## src/rtl/bp2wb_burst_bridge_if.sv

```systemverilog
// Wishbone B4 bundle between the BP burst bridge and the interconnect.
// Signal names follow the bus master's point of view.
interface bp2wb_burst_bridge_if #(
    parameter int paddr_width_p   = 40,
    parameter int wb_data_width_p = 64
);
    localparam int AW = paddr_width_p - $clog2(wb_data_width_p / 8);

    logic [AW-1:0]                adr_o;
    logic [wb_data_width_p-1:0]   dat_o;
    logic [wb_data_width_p-1:0]   dat_i;
    logic [wb_data_width_p/8-1:0] sel_o;
    logic                         we_o;
    logic                         stb_o;
    logic                         cyc_o;
    logic [2:0]                   cti_o;
    logic [1:0]                   bte_o;
    logic                         ack_i;
    logic                         err_i;
    logic                         rty_i;

    modport master (
        output adr_o, dat_o, sel_o, we_o, stb_o, cyc_o, cti_o, bte_o,
        input  dat_i, ack_i, err_i, rty_i
    );

    modport slave (
        input  adr_o, dat_o, sel_o, we_o, stb_o, cyc_o, cti_o, bte_o,
        output dat_i, ack_i, err_i, rty_i
    );
endinterface

```

## src/rtl/bp2wb_burst_bridge.sv

```systemverilog
// BlackParrot memory command to Wishbone B4 bridge, one command in flight.
// Cached blocks become linear bursts; uncached accesses are single beats.
module bp2wb_burst_bridge #(
    parameter int          paddr_width_p    = 40,
    parameter int          block_width_p    = 512,
    parameter int          wb_data_width_p  = 64,
    parameter int          tag_width_p      = 11,
    parameter logic [63:0] uncached_base_p  = 64'h7000_0000,
    parameter bit          burst_en_p       = 1'b1,
    parameter int          timeout_cycles_p = 1024
) (
    input  logic                     clk_i,
    input  logic                     reset_i,
    input  logic                     cmd_v_i,
    output logic                     cmd_ready_o,
    input  logic                     cmd_we_i,
    input  logic [paddr_width_p-1:0] cmd_addr_i,
    input  logic [2:0]               cmd_size_i,
    input  logic [tag_width_p-1:0]   cmd_tag_i,
    input  logic [block_width_p-1:0] cmd_data_i,
    output logic                     resp_v_o,
    input  logic                     resp_yumi_i,
    output logic [block_width_p-1:0] resp_data_o,
    output logic [tag_width_p-1:0]   resp_tag_o,
    output logic                     resp_err_o,
    bp2wb_burst_bridge_if.master     wb
);
    localparam int W     = wb_data_width_p;
    localparam int NB    = W / 8;
    localparam int OFFW  = $clog2(NB);
    localparam int BLK   = block_width_p;
    localparam int BEATS = BLK / W;
    localparam int BW    = (BEATS > 1) ? $clog2(BEATS) : 1;
    localparam int AW    = paddr_width_p - OFFW;
    localparam int TW    = $clog2(timeout_cycles_p) + 1;
    localparam int LMW   = 2 * NB;

    localparam logic [paddr_width_p-1:0] UC_BASE =
        paddr_width_p'(uncached_base_p);

    typedef enum logic [1:0] {
        IDLE,
        XFER,
        RESP
    } state_e;

    state_e           state_q;
    logic             cached_q;
    logic             we_q;
    logic [OFFW-1:0]  off_q;
    logic [BW-1:0]    beat_q;
    logic [TW-1:0]    to_q;
    logic [BLK-1:0]   wdata_q;
    logic [BLK-1:0]   rdata_q;
    logic [tag_width_p-1:0] tag_q;
    logic             err_q;

    logic             cmd_cached;
    logic             size_ok;
    logic [OFFW-1:0]  cmd_off;
    logic [AW-1:0]    cmd_word;
    logic [AW-1:0]    blk_word;
    logic [LMW-1:0]   len_mask;
    logic [NB-1:0]    uc_sel;
    logic [W-1:0]     uc_wdata;
    logic [W-1:0]     rd_mask;
    logic [W-1:0]     uc_rdata;
    logic [BW-1:0]    beat_nx;
    logic             last_beat;

    always_comb begin
        cmd_cached = cmd_addr_i >= UC_BASE;
        size_ok    = int'(cmd_size_i) <= OFFW;
        cmd_off    = cmd_addr_i[OFFW-1:0];
        cmd_word   = cmd_addr_i[paddr_width_p-1:OFFW];
        blk_word   = cmd_word & ~AW'(BEATS - 1);
        len_mask   = (LMW'(1) << (1 << cmd_size_i)) - LMW'(1);
        uc_sel     = len_mask[NB-1:0] << cmd_off;
        uc_wdata   = cmd_data_i[W-1:0] << {cmd_off, 3'b000};
        beat_nx    = beat_q + BW'(1);
        last_beat  = !cached_q || (beat_q == BW'(BEATS - 1));
    end

    // Uncached reads keep only the selected lanes, right-justified.
    always_comb begin
        rd_mask = '0;
        for (int b = 0; b < NB; b++) begin
            rd_mask[b*8 +: 8] = {8{wb.sel_o[b]}};
        end
        uc_rdata = (wb.dat_i & rd_mask) >> {off_q, 3'b000};
    end

    assign cmd_ready_o = (state_q == IDLE);
    assign resp_v_o    = (state_q == RESP);
    assign resp_data_o = rdata_q;
    assign resp_tag_o  = tag_q;
    assign resp_err_o  = err_q;
    assign wb.bte_o    = 2'b00;

    always_ff @(posedge clk_i) begin
        if (reset_i) begin
            state_q   <= IDLE;
            cached_q  <= 1'b0;
            we_q      <= 1'b0;
            off_q     <= '0;
            beat_q    <= '0;
            to_q      <= '0;
            rdata_q   <= '0;
            tag_q     <= '0;
            err_q     <= 1'b0;
            wb.cyc_o  <= 1'b0;
            wb.stb_o  <= 1'b0;
            wb.we_o   <= 1'b0;
            wb.cti_o  <= 3'b000;
            wb.adr_o  <= '0;
            wb.sel_o  <= '0;
            wb.dat_o  <= '0;
        end else begin
            unique case (state_q)
                IDLE: begin
                    if (cmd_v_i) begin
                        tag_q    <= cmd_tag_i;
                        we_q     <= cmd_we_i;
                        cached_q <= cmd_cached;
                        off_q    <= cmd_off;
                        wdata_q  <= cmd_data_i;
                        rdata_q  <= '0;
                        beat_q   <= '0;
                        to_q     <= '0;
                        if (!cmd_cached && !size_ok) begin
                            state_q <= RESP;
                            err_q   <= 1'b1;
                        end else begin
                            state_q  <= XFER;
                            err_q    <= 1'b0;
                            wb.cyc_o <= 1'b1;
                            wb.stb_o <= 1'b1;
                            wb.we_o  <= cmd_we_i;
                            if (cmd_cached) begin
                                wb.adr_o <= blk_word;
                                wb.sel_o <= '1;
                                wb.dat_o <= cmd_data_i[W-1:0];
                                if (!burst_en_p)
                                    wb.cti_o <= 3'b000;
                                else if (BEATS == 1)
                                    wb.cti_o <= 3'b111;
                                else
                                    wb.cti_o <= 3'b010;
                            end else begin
                                wb.adr_o <= cmd_word;
                                wb.sel_o <= uc_sel;
                                wb.dat_o <= uc_wdata;
                                wb.cti_o <= 3'b000;
                            end
                        end
                    end
                end
                XFER: begin
                    if (wb.err_i) begin
                        state_q  <= RESP;
                        err_q    <= 1'b1;
                        rdata_q  <= '0;
                        to_q     <= '0;
                        wb.cyc_o <= 1'b0;
                        wb.stb_o <= 1'b0;
                        wb.we_o  <= 1'b0;
                        wb.cti_o <= 3'b000;
                    end else if (wb.ack_i) begin
                        to_q <= '0;
                        if (!we_q) begin
                            if (cached_q)
                                rdata_q[int'(beat_q)*W +: W] <= wb.dat_i;
                            else
                                rdata_q <= BLK'(uc_rdata);
                        end
                        if (last_beat) begin
                            state_q  <= RESP;
                            wb.cyc_o <= 1'b0;
                            wb.stb_o <= 1'b0;
                            wb.we_o  <= 1'b0;
                            wb.cti_o <= 3'b000;
                        end else begin
                            beat_q   <= beat_nx;
                            wb.adr_o <= wb.adr_o + AW'(1);
                            wb.dat_o <= wdata_q[int'(beat_nx)*W +: W];
                            if (!burst_en_p)
                                wb.cti_o <= 3'b000;
                            else if (beat_nx == BW'(BEATS - 1))
                                wb.cti_o <= 3'b111;
                            else
                                wb.cti_o <= 3'b010;
                        end
                    end else if (wb.rty_i) begin
                        to_q <= '0;
                    end else if (to_q == TW'(timeout_cycles_p - 1)) begin
                        // Slave never answered: abandon the cycle.
                        state_q  <= RESP;
                        err_q    <= 1'b1;
                        rdata_q  <= '0;
                        to_q     <= '0;
                        wb.cyc_o <= 1'b0;
                        wb.stb_o <= 1'b0;
                        wb.we_o  <= 1'b0;
                        wb.cti_o <= 3'b000;
                    end else begin
                        to_q <= to_q + TW'(1);
                    end
                end
                RESP: begin
                    if (resp_yumi_i) begin
                        state_q <= IDLE;
                        err_q   <= 1'b0;
                    end
                end
                default: state_q <= IDLE;
            endcase
        end
    end
endmodule

```

## src/flat_wrapper.sv

```systemverilog
// flat-port wrapper written by rule: the top's interface ports become plain ports
module bp2wb_burst_bridge_flat 
#(
    parameter int          paddr_width_p    = 40,
    parameter int          block_width_p    = 512,
    parameter int          wb_data_width_p  = 64,
    parameter int          tag_width_p      = 11,
    parameter logic [63:0] uncached_base_p  = 64'h7000_0000,
    parameter bit          burst_en_p       = 1'b1,
    parameter int          timeout_cycles_p = 1024
)
  (clk_i, reset_i, cmd_v_i, cmd_ready_o, cmd_we_i, cmd_addr_i, cmd_size_i, cmd_tag_i, cmd_data_i, resp_v_o, resp_yumi_i, resp_data_o, resp_tag_o, resp_err_o, wb_adr_o, wb_dat_o, wb_sel_o, wb_we_o, wb_stb_o, wb_cyc_o, wb_cti_o, wb_bte_o, wb_dat_i, wb_ack_i, wb_err_i, wb_rty_i);
  bp2wb_burst_bridge_if #(.paddr_width_p(paddr_width_p), .wb_data_width_p(wb_data_width_p)) wb_i ();
  input  logic clk_i;
  input  logic reset_i;
  input  logic cmd_v_i;
  output logic cmd_ready_o;
  input  logic cmd_we_i;
  input  logic [paddr_width_p-1:0] cmd_addr_i;
  input  logic [2:0] cmd_size_i;
  input  logic [tag_width_p-1:0] cmd_tag_i;
  input  logic [block_width_p-1:0] cmd_data_i;
  output logic resp_v_o;
  input  logic resp_yumi_i;
  output logic [block_width_p-1:0] resp_data_o;
  output logic [tag_width_p-1:0] resp_tag_o;
  output logic resp_err_o;
  output wire logic [$bits(wb_i.adr_o)-1:0] wb_adr_o;
  output wire logic [$bits(wb_i.dat_o)-1:0] wb_dat_o;
  output wire logic [$bits(wb_i.sel_o)-1:0] wb_sel_o;
  output wire logic [$bits(wb_i.we_o)-1:0] wb_we_o;
  output wire logic [$bits(wb_i.stb_o)-1:0] wb_stb_o;
  output wire logic [$bits(wb_i.cyc_o)-1:0] wb_cyc_o;
  output wire logic [$bits(wb_i.cti_o)-1:0] wb_cti_o;
  output wire logic [$bits(wb_i.bte_o)-1:0] wb_bte_o;
  input wire logic [$bits(wb_i.dat_i)-1:0] wb_dat_i;
  input wire logic [$bits(wb_i.ack_i)-1:0] wb_ack_i;
  input wire logic [$bits(wb_i.err_i)-1:0] wb_err_i;
  input wire logic [$bits(wb_i.rty_i)-1:0] wb_rty_i;
  assign wb_adr_o = wb_i.adr_o;
  assign wb_dat_o = wb_i.dat_o;
  assign wb_sel_o = wb_i.sel_o;
  assign wb_we_o = wb_i.we_o;
  assign wb_stb_o = wb_i.stb_o;
  assign wb_cyc_o = wb_i.cyc_o;
  assign wb_cti_o = wb_i.cti_o;
  assign wb_bte_o = wb_i.bte_o;
  assign wb_i.dat_i = wb_dat_i;
  assign wb_i.ack_i = wb_ack_i;
  assign wb_i.err_i = wb_err_i;
  assign wb_i.rty_i = wb_rty_i;
  bp2wb_burst_bridge #(.paddr_width_p(paddr_width_p), .block_width_p(block_width_p), .wb_data_width_p(wb_data_width_p), .tag_width_p(tag_width_p), .uncached_base_p(uncached_base_p), .burst_en_p(burst_en_p), .timeout_cycles_p(timeout_cycles_p)) u_core (.clk_i(clk_i), .reset_i(reset_i), .cmd_v_i(cmd_v_i), .cmd_ready_o(cmd_ready_o), .cmd_we_i(cmd_we_i), .cmd_addr_i(cmd_addr_i), .cmd_size_i(cmd_size_i), .cmd_tag_i(cmd_tag_i), .cmd_data_i(cmd_data_i), .resp_v_o(resp_v_o), .resp_yumi_i(resp_yumi_i), .resp_data_o(resp_data_o), .resp_tag_o(resp_tag_o), .resp_err_o(resp_err_o), .wb(wb_i));
endmodule
```

## config.mk

```make
export PLATFORM = sky130hd
export DESIGN_NAME = bp2wb_burst_bridge_flat
export DESIGN_NICKNAME = d
export VERILOG_FILES = /design/src/rtl/bp2wb_burst_bridge_if.sv /design/src/rtl/bp2wb_burst_bridge.sv /design/src/flat_wrapper.sv
export SDC_FILE = /design/constraint.sdc
export NUM_CORES = 2
export LEC_CHECK = 0
export CORE_AREA = 2 2 492 494
export CTS_CLUSTER_SIZE = 12
export DETAILED_ROUTE_END_ITERATION = 8
export DIE_AREA = 0 0 494 496
export PLACE_DENSITY = 0.44
export SLEW_MARGIN = 20
export SYNTH_ARGS = -nofsm -noshare
export SYNTH_HDL_FRONTEND = slang
export SYNTH_SLANG_ARGS = --single-unit
```

## constraint.sdc

```tcl
create_clock -name clk_i -period 27.1 [get_ports clk_i]
set_input_delay 5.42 -clock clk_i [delete_from_list [all_inputs] [get_ports clk_i]]
set_output_delay 5.42 -clock clk_i [all_outputs]
set_load 0.02 [all_outputs]
```

==> reports/summary.json <==
{
  "timing.final.crit_share_pct": 37.7,
  "post_synth_and_or_nand_nor_area_fraction_pct": 7.24,
  "vias_per_cell": 4.79,
  "finalSetupTns_ns": 0,
  "timing.critical_path.fanout_max": 150,
  "yosysSeqAreaShare_pct": 60.2,
  "gr-usage-all-layers_pct": 20.8,
  "core.rowCount": 180,
  "fmax_mhz": 97.8,
  "drtIter0Drc": 3025,
  "cp_data_required_time_ns": 27.51,
  "post_synth_xor_area_fraction_pct": 0.148,
  "maxSlewViolCount": 0,
  "tightest_slew_ns": 1.18,
  "setup_repair_after_global_routing_missed_its_margin": "false",
  "antenna_found_initial": 89,
  "core_um2": 240000,
  "cts_tree": "built",
  "synth_adder_area_share_pct": 0.317,
  "timing.critical_path.to_type": "flop",
  "drtPass1Iterations": 6,
  "dp_hpwl_um": 202000,
  "numPlacedInstances": 8038,
  "yosys_warnings": 0,
  "globalplace.congestion": 0.853,
  "insertion_delay_ns": 0.80,
  "cts.reportedPaths.clkPinSlew_ns": 0.06,
  "hold_vio_cnt_final": 0,
  "maxCapViolations": 0,
  "syn_inst": 3812,
  "cts-hold-fix-buffers": 0,
  "area_growth_pct": 44.8,
  "fin_worst_skew_ns": 0.0310,
  "postCtsResizedCells": 0,
  "die_w_um": 494,
  "maximum_level_of_the_cts_h_tree": 4,
  "number_of_global_route_vias_before_repair": 39800,
  "number_of_nets_still_failing_antenna_checks_after_routing": 0,
  "period_needed_ns": 10.22,
  "setup_viol": 0,
  "tritoncts_num_sinks": 1170,
  "netlist-cell-type-count": 87,
  "timing.critical_path.from_type": "input pin",
  "synthFlopType": "dfxtp_1",
  "max-clock-path-buffers": 3,
  "global_route.overflow_total": 0,
  "grt_pass1_wl_um": 352000,
  "vertical_die_dimension_um": 496,
  "vias": 39900,
  "post_cts.repair.setup_buffers": 0,
  "worst_slew_margin_rel_pct": 21.1,
  "grt_start_max_net_pins": 151,
  "p_leak_nw": 22.2,
  "pin_count": 1281,
  "yosys-mux-area-fraction_pct": 8.52,
  "layoutNonFillerInstCount": 8330,
  "ys_ff_latch": 1170,
  "hold_class": "flop to flop",
  "arr_time_crit_path_ns": 10.63,
  "avgRoutedWirePerCell_um": 31.9,
  "final.hold.worst_slack_ns": 0.457,
  "main_combinational_cell_family_by_area_after_synthesis": "compound AO/OA/AOI/OAI gates",
  "syn-cell-area_um2": 47400,
  "cts.root.buffer_cell": "clkbuf_16",
  "timing.setup.critical_path_class": "input pin to flop",
  "dieArea_um2": 245000,
  "worst_ir_drop_vdd_mv": 0.0437,
  "floorplan.initialDensity_pct": 19.8,
  "routed_wirelength_um": 266000,
  "tritoncts.num_buffers": 144,
  "synth_edf_count": 512,
  "synth_compound_gate_area_share_pct": 19.9,
  "async_flop_share_pct": 0,
  "nNetsFinal": 5649,
  "syn_avg_cell_area_um2": 12.4,
  "power_density_nw_per_um2": 83.4,
  "outcome": "finished, final reports clean",
  "portBuffers": 1278,
  "final_layout_size_suffix_gt1_share_pct": 11.9,
  "detail_route.drc_violations": 0
}
-- layout make-up --
type | count | area, µm²
timing repair buffer | 1404 | 13800
clock inverter | 60 | 706
inverter | 65 | 250
fill | 24800 | 171000
tap | 3185 | 3990
sequential | 1170 | 28600
antenna | 42 | 105
clock buffer | 190 | 3960
multi-input combinational | 2214 | 17300
-- registers in the layout, indices dropped and copies added, names as in the netlist --
register            flops
u_core.beat_q           3
u_core.cached_q         1
u_core.off_q            3
u_core.resp_data_o    512
u_core.resp_err_o       1
u_core.resp_tag_o      11
u_core.state_q          2
u_core.to_q            11
u_core.wb.adr_o        37
u_core.wb.cti_o         2
u_core.wb.dat_o        64
u_core.wb.sel_o         8
u_core.wb.stb_o         1
u_core.wb.we_o          1
u_core.wdata_q        512
u_core.we_q             1
-- per-stage QoR --
stage               instance area [µm²]  util (%)  setup slack (ns)  total power [mW]
detailed placement                63900      26.7             15.95              3.85
global route                      68600      28.6             16.55              5.94
global placement                  63900      26.6             16.09              3.85
finish                            68600      28.6             16.88              5.72
CTS                               68500      28.6             16.84              5.81
floorplan                         47400         -              7.18              3.04
-- path summary, 6_finish.rpt --
| kind | startpoint | end | slack (ns) | cells past startpoint |
|---|---|---|---|---|
| setup / recovery | cmd_v_i | u_core.wdata_q[79] | 16.88 | 8 |
| hold / removal | u_core.resp_data_o[375] | u_core.resp_data_o[375] | 0.46 | 2 |
| setup reg to reg | u_core.state_q[1] | u_core.wdata_q[79] | 21.15 | 9 |
| hold reg to reg | u_core.resp_data_o[375] | u_core.resp_data_o[375] | 0.46 | 2 |
-- per-layer routing --
metal	routed length, µm	vias up	track usage (%)
met5	319	-	0
met4	11000	52	8.88
met3	19800	466	5.64
met2	139000	1862	38.1
met1	95400	20000	22.2
li1	-	17500	-
-- placed cells by master, fill, tap and decap left out, drive strengths merged, types with 24 or more instances in the layout --
cell	netlist	layout
clkdlybuf4s50	0	1275
dfxtp	658	658
edfxtp	512	512
nand2	281	281
a22o	229	229
a21oi	205	205
o2bb2ai	201	201
clkbuf	231	190
o21ai	160	160
mux4	130	130
buf	133	129
nand3	77	77
nor2b	74	74
mux2	72	72
nor2	72	72
inv	64	71
a22oi	55	55
o32ai	50	50
a211oi	50	50
o211ai	48	48
clkinv	1	46
a31oi	43	43
diode	0	42
nor3	41	41
a311oi	33	33
nand4	30	30
mux2i	30	30
a32oi	27	27
a221oi	24	24
-- synth_stat cells (33+ instances only) --
| master | n | share of area, % |
|---|---|---|
| dfxtp_1 | 658 | 28 |
| edfxtp_1 | 512 | 32 |
| nand2_1 | 281 | 2.2 |
| a22o_1 | 229 | 4.2 |
| clkbuf_1 | 229 | 1.8 |
| o2bb2ai_1 | 201 | 3.7 |
| a21oi_1 | 199 | 2.1 |
| o21ai_0 | 159 | 1.7 |
| mux4_2 | 130 | 6.2 |
| buf_2 | 80 | 0.84 |
| nand3_1 | 76 | 0.80 |
| nor2b_1 | 74 | 0.98 |
| mux2_2 | 72 | 1.7 |
| nor2_1 | 72 | 0.57 |
| inv_1 | 62 | 0.49 |
| a22oi_1 | 55 | 0.87 |
| a211oi_1 | 50 | 0.79 |
| o32ai_1 | 50 | 0.92 |
| o211ai_1 | 48 | 0.76 |
| buf_1 | 45 | 0.36 |
| a31oi_1 | 43 | 0.57 |
| nor3_1 | 38 | 0.40 |
| a311oi_1 | 33 | 0.61 |
-- worst max-delay path: stages --
cell and delay [ns]:
clkdlybuf4s50_1 0.54, nand2_1 0.53, nor2_4 0.28, buf_4 0.55
buf_4 0.83, buf_12 0.58, buf_4 0.80, buf_4 0.68
-- logic make-up (layout without fill, tap and decap cells) --
family                     count (synthesis)  count (layout)
AOI/OAI and AO/OA                       1267            1267
xor gates and xnor gates                   8               8
adders and majority gates                 12              12
buffers and inverters                    429            1719
DFF                                     1170            1170
muxes                                    232             232
other                                      2              45
and+or+nand+nor                          692             692
-- where the power goes --
part	internal, mW	total [mW]	leakage [nW]	switching [mW]
Combinational	0.516	1.57	9.80	1.06
Sequential	2.09	2.22	10.1	0.130
Clock	1.10	1.94	2.29	0.833
Power figures use the tool's default switching activity.
